## src/rtl/grf_pkg.sv

```systemverilog
// Shared defaults for the multi-ported register file and the write-trace format.
// Optional trace output is enabled by defining GRF_TRACE_EN.
`ifndef GRF_PKG_SV
`define GRF_PKG_SV

`define GRF_TRACE_FMT "%d@%h: $%d <= %h"

package grf_pkg;

  localparam int GRF_DATA_W = 32;
  localparam int GRF_ADDR_W = 5;
  localparam int GRF_NUM_RD = 2;
  localparam int GRF_NUM_WR = 2;
  localparam int GRF_PC_W   = 32;

endpackage

`endif

```

## src/rtl/grf_scoreboard.sv

```systemverilog
// Busy-bit scoreboard: reserve sets, write clears, set wins; busy and busy_cnt update on the same edge.
// Latency 1 cycle from reserve/write to visible busy; no backpressure, every request is taken.
module grf_scoreboard
  import grf_pkg::*;
#(
  parameter int ADDR_W = GRF_ADDR_W,
  parameter int NUM_WR = GRF_NUM_WR
) (
  input  logic                     clk,
  input  logic                     reset_n,
  input  logic [NUM_WR-1:0]        wr_en,
  input  logic [NUM_WR*ADDR_W-1:0] wr_addr,
  input  logic                     rsv_en,
  input  logic [ADDR_W-1:0]        rsv_addr,
  output logic [(1<<ADDR_W)-1:0]   busy,
  output logic [ADDR_W:0]          busy_cnt
);

  localparam int DEPTH = 1 << ADDR_W;

  logic [DEPTH-1:0] busy_nxt;
  logic [ADDR_W:0]  cnt_nxt;

  always_comb begin
    busy_nxt = busy;
    for (int j = 0; j < NUM_WR; j++) begin
      if (wr_en[j]) begin
        busy_nxt[wr_addr[j*ADDR_W +: ADDR_W]] = 1'b0;
      end
    end
    // Reserve is applied after the clears: the reserving instruction is the newer producer.
    if (rsv_en) begin
      busy_nxt[rsv_addr] = 1'b1;
    end
    busy_nxt[0] = 1'b0;

    cnt_nxt = '0;
    for (int r = 0; r < DEPTH; r++) begin
      cnt_nxt = cnt_nxt + (ADDR_W+1)'(busy_nxt[r]);
    end
  end

  always_ff @(posedge clk or negedge reset_n) begin
    if (!reset_n) begin
      busy     <= '0;
      busy_cnt <= '0;
    end else begin
      busy     <= busy_nxt;
      busy_cnt <= cnt_nxt;
    end
  end

endmodule

```

## src/rtl/grf_mp.sv

```systemverilog
// Multi-ported register file: NUM_RD combinational read ports with write bypass, NUM_WR prioritised writes, busy scoreboard.
// Reads 0 cycles, writes/busy 1 cycle; no backpressure. Define GRF_TRACE_EN to print committed writes.
module grf_mp
  import grf_pkg::*;
#(
  parameter int DATA_W = GRF_DATA_W,
  parameter int ADDR_W = GRF_ADDR_W,
  parameter int NUM_RD = GRF_NUM_RD,
  parameter int NUM_WR = GRF_NUM_WR
) (
  input  logic                       clk,
  input  logic                       reset_n,
  input  logic [NUM_RD*ADDR_W-1:0]   rd_addr,
  output logic [NUM_RD*DATA_W-1:0]   rd_data,
  output logic [NUM_RD-1:0]          rd_busy,
  input  logic [NUM_WR-1:0]          wr_en,
  input  logic [NUM_WR*ADDR_W-1:0]   wr_addr,
  input  logic [NUM_WR*DATA_W-1:0]   wr_data,
  input  logic [NUM_WR*GRF_PC_W-1:0] wr_pc,
  input  logic                       rsv_en,
  input  logic [ADDR_W-1:0]          rsv_addr,
  output logic [ADDR_W:0]            busy_cnt
);

  localparam int DEPTH = 1 << ADDR_W;

  logic [DATA_W-1:0] regs [DEPTH];
  logic [DEPTH-1:0]  busy;
  logic [NUM_WR-1:0] wr_act;

  // Writes to $0 are dropped here so neither storage nor bypass ever sees them.
  always_comb begin
    for (int j = 0; j < NUM_WR; j++) begin
      wr_act[j] = wr_en[j] && (wr_addr[j*ADDR_W +: ADDR_W] != '0);
    end
  end

  // Ascending port order: the last assignment (highest index) wins on conflicts.
  always_ff @(posedge clk or negedge reset_n) begin
    if (!reset_n) begin
      for (int r = 0; r < DEPTH; r++) begin
        regs[r] <= '0;
      end
    end else begin
      for (int j = 0; j < NUM_WR; j++) begin
        if (wr_act[j]) begin
          regs[wr_addr[j*ADDR_W +: ADDR_W]] <= wr_data[j*DATA_W +: DATA_W];
        end
      end
    end
  end

  always_comb begin
    logic [ADDR_W-1:0] ra;
    logic [DATA_W-1:0] rd;
    rd_data = '0;
    rd_busy = '0;
    for (int k = 0; k < NUM_RD; k++) begin
      ra = rd_addr[k*ADDR_W +: ADDR_W];
      rd = regs[ra];
      for (int j = 0; j < NUM_WR; j++) begin
        if (wr_act[j] && (wr_addr[j*ADDR_W +: ADDR_W] == ra)) begin
          rd = wr_data[j*DATA_W +: DATA_W];
        end
      end
      if (!reset_n || (ra == '0)) begin
        rd = '0;
      end
      rd_data[k*DATA_W +: DATA_W] = rd;
      rd_busy[k] = reset_n && busy[ra];
    end
  end

  grf_scoreboard #(
    .ADDR_W (ADDR_W),
    .NUM_WR (NUM_WR)
  ) u_scoreboard (
    .clk      (clk),
    .reset_n  (reset_n),
    .wr_en    (wr_act),
    .wr_addr  (wr_addr),
    .rsv_en   (rsv_en),
    .rsv_addr (rsv_addr),
    .busy     (busy),
    .busy_cnt (busy_cnt)
  );

`ifdef GRF_TRACE_EN
  logic [NUM_WR-1:0] wr_win;

  always_comb begin
    wr_win = wr_act;
    for (int j = 0; j < NUM_WR; j++) begin
      for (int h = j + 1; h < NUM_WR; h++) begin
        if (wr_act[h] && (wr_addr[h*ADDR_W +: ADDR_W] == wr_addr[j*ADDR_W +: ADDR_W])) begin
          wr_win[j] = 1'b0;
        end
      end
    end
  end

  always @(posedge clk) begin
    if (reset_n) begin
      for (int j = 0; j < NUM_WR; j++) begin
        if (wr_win[j]) begin
          $display(`GRF_TRACE_FMT, $time, wr_pc[j*GRF_PC_W +: GRF_PC_W],
                   wr_addr[j*ADDR_W +: ADDR_W], wr_data[j*DATA_W +: DATA_W]);
        end
      end
    end
  end
`else
  logic unused_pc;
  assign unused_pc = ^wr_pc;
`endif

endmodule

```

## config.mk

```make
export PLATFORM = sky130hd
export DESIGN_NAME = grf_mp
export DESIGN_NICKNAME = d
export VERILOG_FILES = /design/src/rtl/grf_pkg.sv /design/src/rtl/grf_scoreboard.sv /design/src/rtl/grf_mp.sv
export SDC_FILE = /design/constraint.sdc
export NUM_CORES = 2
export LEC_CHECK = 0
export CAP_MARGIN = 20
export CORE_MARGIN = 2
export CORE_UTILIZATION = 35
export DETAILED_ROUTE_END_ITERATION = 7
export DONT_BUFFER_PORTS = 1
export SLEW_MARGIN = 20
export SYNTH_ARGS = -nofsm -noshare
export SYNTH_HDL_FRONTEND = slang
export SYNTH_SLANG_ARGS = --single-unit
```

## constraint.sdc

```tcl
create_clock -name clk -period 13.95 [get_ports clk]
set_input_delay 1.395 -clock clk [delete_from_list [all_inputs] [get_ports clk]]
set_output_delay 1.395 -clock clk [all_outputs]
set_load 0.01 [all_outputs]
```

* After elaboration in Yosys (flattened, before gate mapping)
Index checks and enable logic that the tools add are counted.
** Storage, ports and cells
- Register bits :: 1061
- Input port bits :: 158
- Word-level logic and storage cells :: 144
- Output and inout port bits :: 72
** Operators by class
- Mux-type cells :: 33
- Bitwise logic cells :: 9
- Add/subtract/negate cells :: 30
- Reductions and logical operators :: 20
- $lt $le $gt $ge :: 14
- Eq/ne operators :: 4
** Operators by type and width (number)
- 1024-bit bitwise mux :: 2
- 1024-bit two-way mux :: 2
- 32-bit two-way mux :: 15
- 32-bit binary-select mux with 5-bit select :: 2
- 32-bit demux with 5-bit select :: 2
- 6-bit by 1-bit adder with 6-bit output :: 29
- 32-bit bitwise AND :: 2
- 32-bit NOT :: 2
- 32-bit OR :: 1
- 5-bit by 6-bit < comparator with 1-bit output (second input constant) :: 5
- 6-bit >= comparator (second input constant) :: 4
- 5-bit NOT with 6-bit output :: 4
- 5-bit == test :: 4
- 1-bit demux with 5-bit select :: 3
- 5-bit by 1-bit >= comparator with 1-bit output (second input constant) :: 3
- 1-bit logical AND :: 13
- 6-bit by 1-bit < comparator with 1-bit output (second input constant) :: 2
- 1-bit binary-select mux with 5-bit select :: 2
- 5-bit logical NOT :: 2
- 5-bit nonzero test :: 2
- 1-bit two-way mux :: 5
- 1-bit by 1-bit adder with 2-bit output :: 1
- 1-bit logical OR :: 2
- 1-bit logical NOT :: 1

* Logic depth before layout (Yosys ltp)
- Word-level depth :: 41
- Mapped depth :: 23
- Depth with buffers taken out :: 20

* Cells and area by module
From an unflattened synthesis, not the netlist that was laid out.
** Second synthesis, totals
- Cells, all modules :: 6995
- Area, all modules :: 68345.5 um^2
** Modules (own cells, without submodules)
- grf_mp :: sequential area each 25624.6 um^2, cells an instance 6748, area an instance 65723.0 um^2, instances 1
- grf_scoreboard :: sequential area each 925.9 um^2, cells an instance 247, area an instance 2622.5 um^2, instances 1

* Least setup slack after synthesis
No wires, ideal clock.
- Path type :: input to register
- From :: input port wr_addr[3]
- To :: register u_scoreboard.busy_cnt[4]
- Required time :: 13870 ps
- Library setup time :: 80 ps
- Cell stages on the path :: 21
- Buffers on the path :: 3
- Path slack :: 6886 ps
- Arrival :: 6984 ps
- Path through :: buf_4 -> nand2b_1 -> buf_4 -> nor4_2 -> nand2_1 -> buf_2 -> a32o_1 -> ha_1 -> fa_1 -> fa_1 -> fa_1 -> fa_1 -> inv_1 -> fa_1 -> fa_1 -> inv_1 -> ha_1 -> fa_1 -> a21o_1 -> a21oi_1 -> xnor2_1
** On the way
- Cells in the longest elaborated chain, start to end :: 41
- Elaborated cells between the ends (all ways) :: 44
- Those cells by class :: add/sub (30); order compare (2); mux (5); bitwise (4); reduce/logical (3)
** RTL lines
- from (decl) :: RTL line grf_mp.sv:17 : input logic [NUM_WR*ADDR_W-1:0] wr_addr,
- 5-bit by 6-bit < comparator with 1-bit output (implied by the code) or 5-bit by 1-bit >= comparator with 1-bit output (tied branches) :: RTL line grf_scoreboard.sv:28 : busy_nxt[wr_addr[j*ADDR_W +: ADDR_W]] = 1'b0;
- 1-bit logical AND (implied by the code) :: RTL line grf_scoreboard.sv:28
- 1-bit two-way mux (implied by the code) :: RTL line grf_scoreboard.sv:28
- 1-bit demux with 5-bit select
- 32-bit NOT (no line)
- 32-bit bitwise AND (no line)
- 32-bit two-way mux (*) :: RTL line grf_scoreboard.sv:27 : if (wr_en[j]) begin
- 32-bit bitwise AND (no line)
- 32-bit two-way mux (*) :: RTL line grf_scoreboard.sv:27
- 32-bit OR (no line)
- 32-bit two-way mux (*) :: RTL line grf_scoreboard.sv:32 : if (rsv_en) begin
- net u_scoreboard.busy_nxt[2] :: RTL line grf_scoreboard.sv:21 : logic [DEPTH-1:0] busy_nxt;
- 1-bit by 1-bit adder with 2-bit output (*) :: RTL line grf_scoreboard.sv:39 : cnt_nxt = cnt_nxt + (ADDR_W+1)'(busy_nxt[r]);
- 6-bit by 1-bit adder with 6-bit output (*) (29 in a row) :: RTL line grf_scoreboard.sv:39
- net u_scoreboard.cnt_nxt[4] :: RTL line grf_scoreboard.sv:22 : logic [ADDR_W:0] cnt_nxt;
- to (signal assigned) :: RTL line grf_scoreboard.sv:49 : busy_cnt <= cnt_nxt;
- to (decl) :: RTL line grf_scoreboard.sv:16 : output logic [ADDR_W:0] busy_cnt
The timed path passes the listed nets; every way through them passes the cells marked *.

* Worst setup path after layout
- From :: input port rd_addr[7]
- To :: output port rd_data[50]
** On the way
- Cells in the longest elaborated chain, start to end :: 7
- Elaborated cells between the ends (all ways) :: 13
- Those cells by class :: eq/ne (2); mux (6); bitwise (1); reduce/logical (4)
** RTL lines
- from (decl) :: RTL line grf_mp.sv:13 : input logic [NUM_RD*ADDR_W-1:0] rd_addr,
- 5-bit NOT with 6-bit output (implied by the code) :: RTL line grf_mp.sv:60 : rd = regs[ra];
- 32-bit binary-select mux with 5-bit select :: RTL line grf_mp.sv:60
- 32-bit two-way mux (implied by the code) (2 in a row) :: RTL line grf_mp.sv:60
- 32-bit two-way mux (2 in a row) :: RTL line grf_mp.sv:62 : if (wr_act[j] && (wr_addr[j*ADDR_W +: ADDR_W] == ra)) begin
- 32-bit two-way mux (*) :: RTL line grf_mp.sv:66 : if (!reset_n || (ra == '0)) begin
- to (decl) :: RTL line grf_mp.sv:14 : output logic [NUM_RD*DATA_W-1:0] rd_data,
Every way passes the cells marked *; elsewhere a longest branch is shown, timed or not. The select of a mux whose other input is x is not followed.

==> results by group <==
Floorplan
  • Core footprint: 0.193 mm²
  • Die footprint: 0.198 mm²
  • Die Ht: 445 µm
  • Initial Utilization: 0.352
  • I/O Pins: 230
  • Site Rows: 161
  • Die X: 445 µm

Yosys
  • Yosys reg bits: 1061
  • Async SR Flop Fraction: 1.00
  • Ys Warns: 0
  • Sequential fraction of the synthesis area: 0.391
  • Post-Syn Area per Cell: between 9 and 10 µm²
  • Main synth FF type: dfrtp_1
  • Top cells by area, synth: dfrtp_1 (39%), mux2i_1 (21%), mux4_2 (5.1%)
  • Cells after Synth: roughly 7400
  • Top-count cell post-synth: mux2i_1
  • Synth unique cells: 64
  • Top cells by count, synth: mux2i_1 (1433), dfrtp_1 (1061), nand2_1 (854)
  • Syn_nets: 7561
  • EDFF count, synth: 0
  • Area leader, netlist: dfrtp_1
  • Post-Syn Area: 0.0680 mm²
  • Synth top area share: 0.391

Job
  • Max_cap viols: 0

Worst setup path
  • CP Buf/Inv Count: 1
  • Critical path peak fanout: 452
  • Crit path launch type: input port
  • WP data arrival: 6.60 ns
  • CP Data Required Time: approximately 13 ns
  • Delay of the slowest critical-path stage: roughly 0.93 ns
  • Crit-path most repeated cell: nor3_1
  • Critical path class: in2out
  • Critical Path End Type: output port
  • CP cell instances: xor2_1 -> nor3_1 -> and4_2 -> buf_4 -> nor3_1 -> o21ai_1
  • Slowest-stage cell, CP: o21ai_1
  • Cell family with most CP delay: compound AO/OA/AOI/OAI gates

Finish
  • Layout cells sized above 1: 0.0838
  • Post-Layout Cell Count: 9299
  • Final Instance Area: 0.0724 mm²
  • Final nets: 6868
  • Area Growth Syn to Fin: 6.49%
  • Final design utilization: 0.375
  • Fill count: 18825

Placement
  • Routability Congestion: roughly 0.95
  • Placed instance area: 0.0686 mm²
  • Cells after DPL: about 9100
  • DP HPWL: 160 mm
  • Port bufs: 0
  • Pre-CTS setup slack: between 6 and 7 ns

Routing
  • DR top layer: met5
  • Post-Route WL: 290 mm
  • Drt wl/cell: a little over 30 µm
  • Drt drc: 1
  • Total number of vias: 59680
  • Vias per std cell: approximately 6.4
  • 1st-iter DRT viols: 8318
  • Post-route ant nets: 0
  • Met2 WL: 123 mm
  • DR pass1 iterations: 8
  • WL met1: between 100 and 150 mm
  • WL met3: 35.5 mm

Timing
  • Max Fclk: 0.125 GHz
  • Final worst path period share: 0.573
  • Worst slew pin tran: approximately 4 ns
  • Clk_skew: 0.0206 ns
  • Rel. slew slack: -1.60
  • Setup TNS: 0 ns
  • Max-slew violation count: 530
  • Final setup vio count: 0
  • Fin. Hold Viols: 0
  • Final min period: 7.99 ns
  • Hold WS: 0.388 ns
  • Setup ws final: 5.96 ns
  • Unrepaired setup endpoints after global routing: no

Clock network
  • CTS Hold Buffers Added: 0
  • Clock slew at reported path FFs: approximately 0.06 ns
  • CTS HTree Levels: 3
  • Resized cells post-CTS: 0
  • CTS tree: built
  • Clk_lat worst skew: roughly 0.75 ns
  • Setup Buffers After CTS: 0
  • CTS Buffer Depth: 3
  • CTS Root Cell: clkbuf_16
  • CTS Buf Count: 110
  • Clock sinks: 1061

Pwr
  • Worst VDD drop: 0.000239 V
  • Pwr/cell area: between 100 and 150 mW/mm²
  • Leakage power: 32.2 nW
  • Internal power: 7.19 mW
  • Flop pwr share: 0.425
  • Tot Pwr: around 11 mW
  • Clock power frac: 0.294
  • Combinational share of power: 0.281
  • Switch share: 0.330
  • Switch Pwr: between 3 and 4 mW

GRT
  • GRT Util Overall: 0.283
  • Initial antenna violation count: 7
  • GRT overflow: 0
  • Vias in the first global route: 57030
  • Largest net degree at the start of global routing: 453
  • First-pass GRT wire length: between 400 and 500 mm

Run status
  • Failing checks: design-rule violations, max-slew violations
  • Status: complete, but fails checks

Hold path
  • Worst Hold Class: in2async
## cell type report
| class | count | area, µm² | share of cell area |
|---|---|---|---|
| multi-input cells | 5333 | 37600 | 0.519 |
| flip-flops and latches | 1061 | 26600 | 0.367 |
| clock inverters | 38 | 450 | 0.00622 |
| well taps | 2526 | 3160 | 0.0437 |
| inverters | 48 | 180 | 0.00249 |
| clock buffers | 164 | 3290 | 0.0455 |
| repair buffers | 124 | 1150 | 0.0159 |
| diodes | 5 | 12.5 | 0.000173 |
## flip-flops by register name (all words and copies together) (netlist names)
| register | flops |
|---|---|
| regs | 1024 |
| u_scoreboard.busy | 31 |
| u_scoreboard.busy_cnt | 6 |
## layout by cell type, fill, tap and decap left out, types with 10 or more instances in the layout
| cell | instances |
|---|---|
| dfrtp_1 | 1061 |
| a32o_1 | 16 |
| xnor2_1 | 12 |
| a32oi_1 | 197 |
| nor3b_1 | 10 |
| buf_4 | 113 |
| nor2_1 | 775 |
| clkbuf_8 | 25 |
| clkbuf_1 | 25 |
| a221oi_1 | 124 |
| buf_16 | 11 |
| xor2_1 | 11 |
| a21oi_1 | 522 |
| nor3_1 | 69 |
| nor2_4 | 10 |
| o22ai_1 | 253 |
| o21ai_0 | 468 |
| mux2i_1 | 1433 |
| fa_1 | 23 |
| clkinv_2 | 21 |
| clkbuf_16 | 114 |
| inv_1 | 47 |
| a31oi_1 | 122 |
| mux4_2 | 153 |
| nand2_2 | 35 |
| and2_2 | 12 |
| o21ai_1 | 143 |
| nand2_1 | 817 |
## power groups by stage
stage | clock network [mW] | registers [mW] | logic, mW
2_1_floorplan | 0 | 4.38 | 2.44
3_3_place_gp | 0 | 4.51 | 2.90
3_5_place_dp | 0 | 4.57 | 2.95
4_1_cts | 3.18 | 4.52 | 2.95
5_1_grt | 3.29 | 4.64 | 3.31
6_report | 3.16 | 4.55 | 3.01
## cell families (layout without fill, tap and decap cells)
| logic type | count (synthesis) | in the layout | share of synthesized area |
|---|---|---|---|
| and+or+nand+nor | 1827 | 1827 | 0.110 |
| AOI/OAI and AO/OA | 1863 | 1863 | 0.164 |
| buffers and inverters | 977 | 374 | 0.0618 |
| DFF | 1061 | 1061 | 0.391 |
| other | 0 | 5 | 0 |
| muxes | 1588 | 1588 | 0.262 |
| adders and majority gates | 32 | 32 | 0.00843 |
| xor gates and xnor gates | 23 | 23 | 0.00296 |
## per-layer routing
metal | track usage | vias up
met1 | 0.348 | 29228
met2 | 0.414 | 4261
met3 | 0.0863 | 1066
met4 | 0.219 | 8
li1 | - | 25117
met5 | 0.00269 | -
## final timing paths
path	from	to	slack (ns)	cells after the start
min in group clk	regs[1001]$_DFF_PN0_	regs[1001]$_DFF_PN0_	0.40	0
min	reset_n	regs[186]$_DFF_PN0_	0.39	0
max reg2reg	u_scoreboard.busy[29]$_DFF_PN0_	u_scoreboard.busy_cnt[4]$_DFF_PN0_	8.68	17
min reg2reg	regs[1001]$_DFF_PN0_	regs[1001]$_DFF_PN0_	0.40	0
max	rd_addr[7]	rd_data[50]	5.96	6
max in group asynchronous	reset_n	regs[200]$_DFF_PN0_	10.68	4
Power figures use the tool's default switching activity.
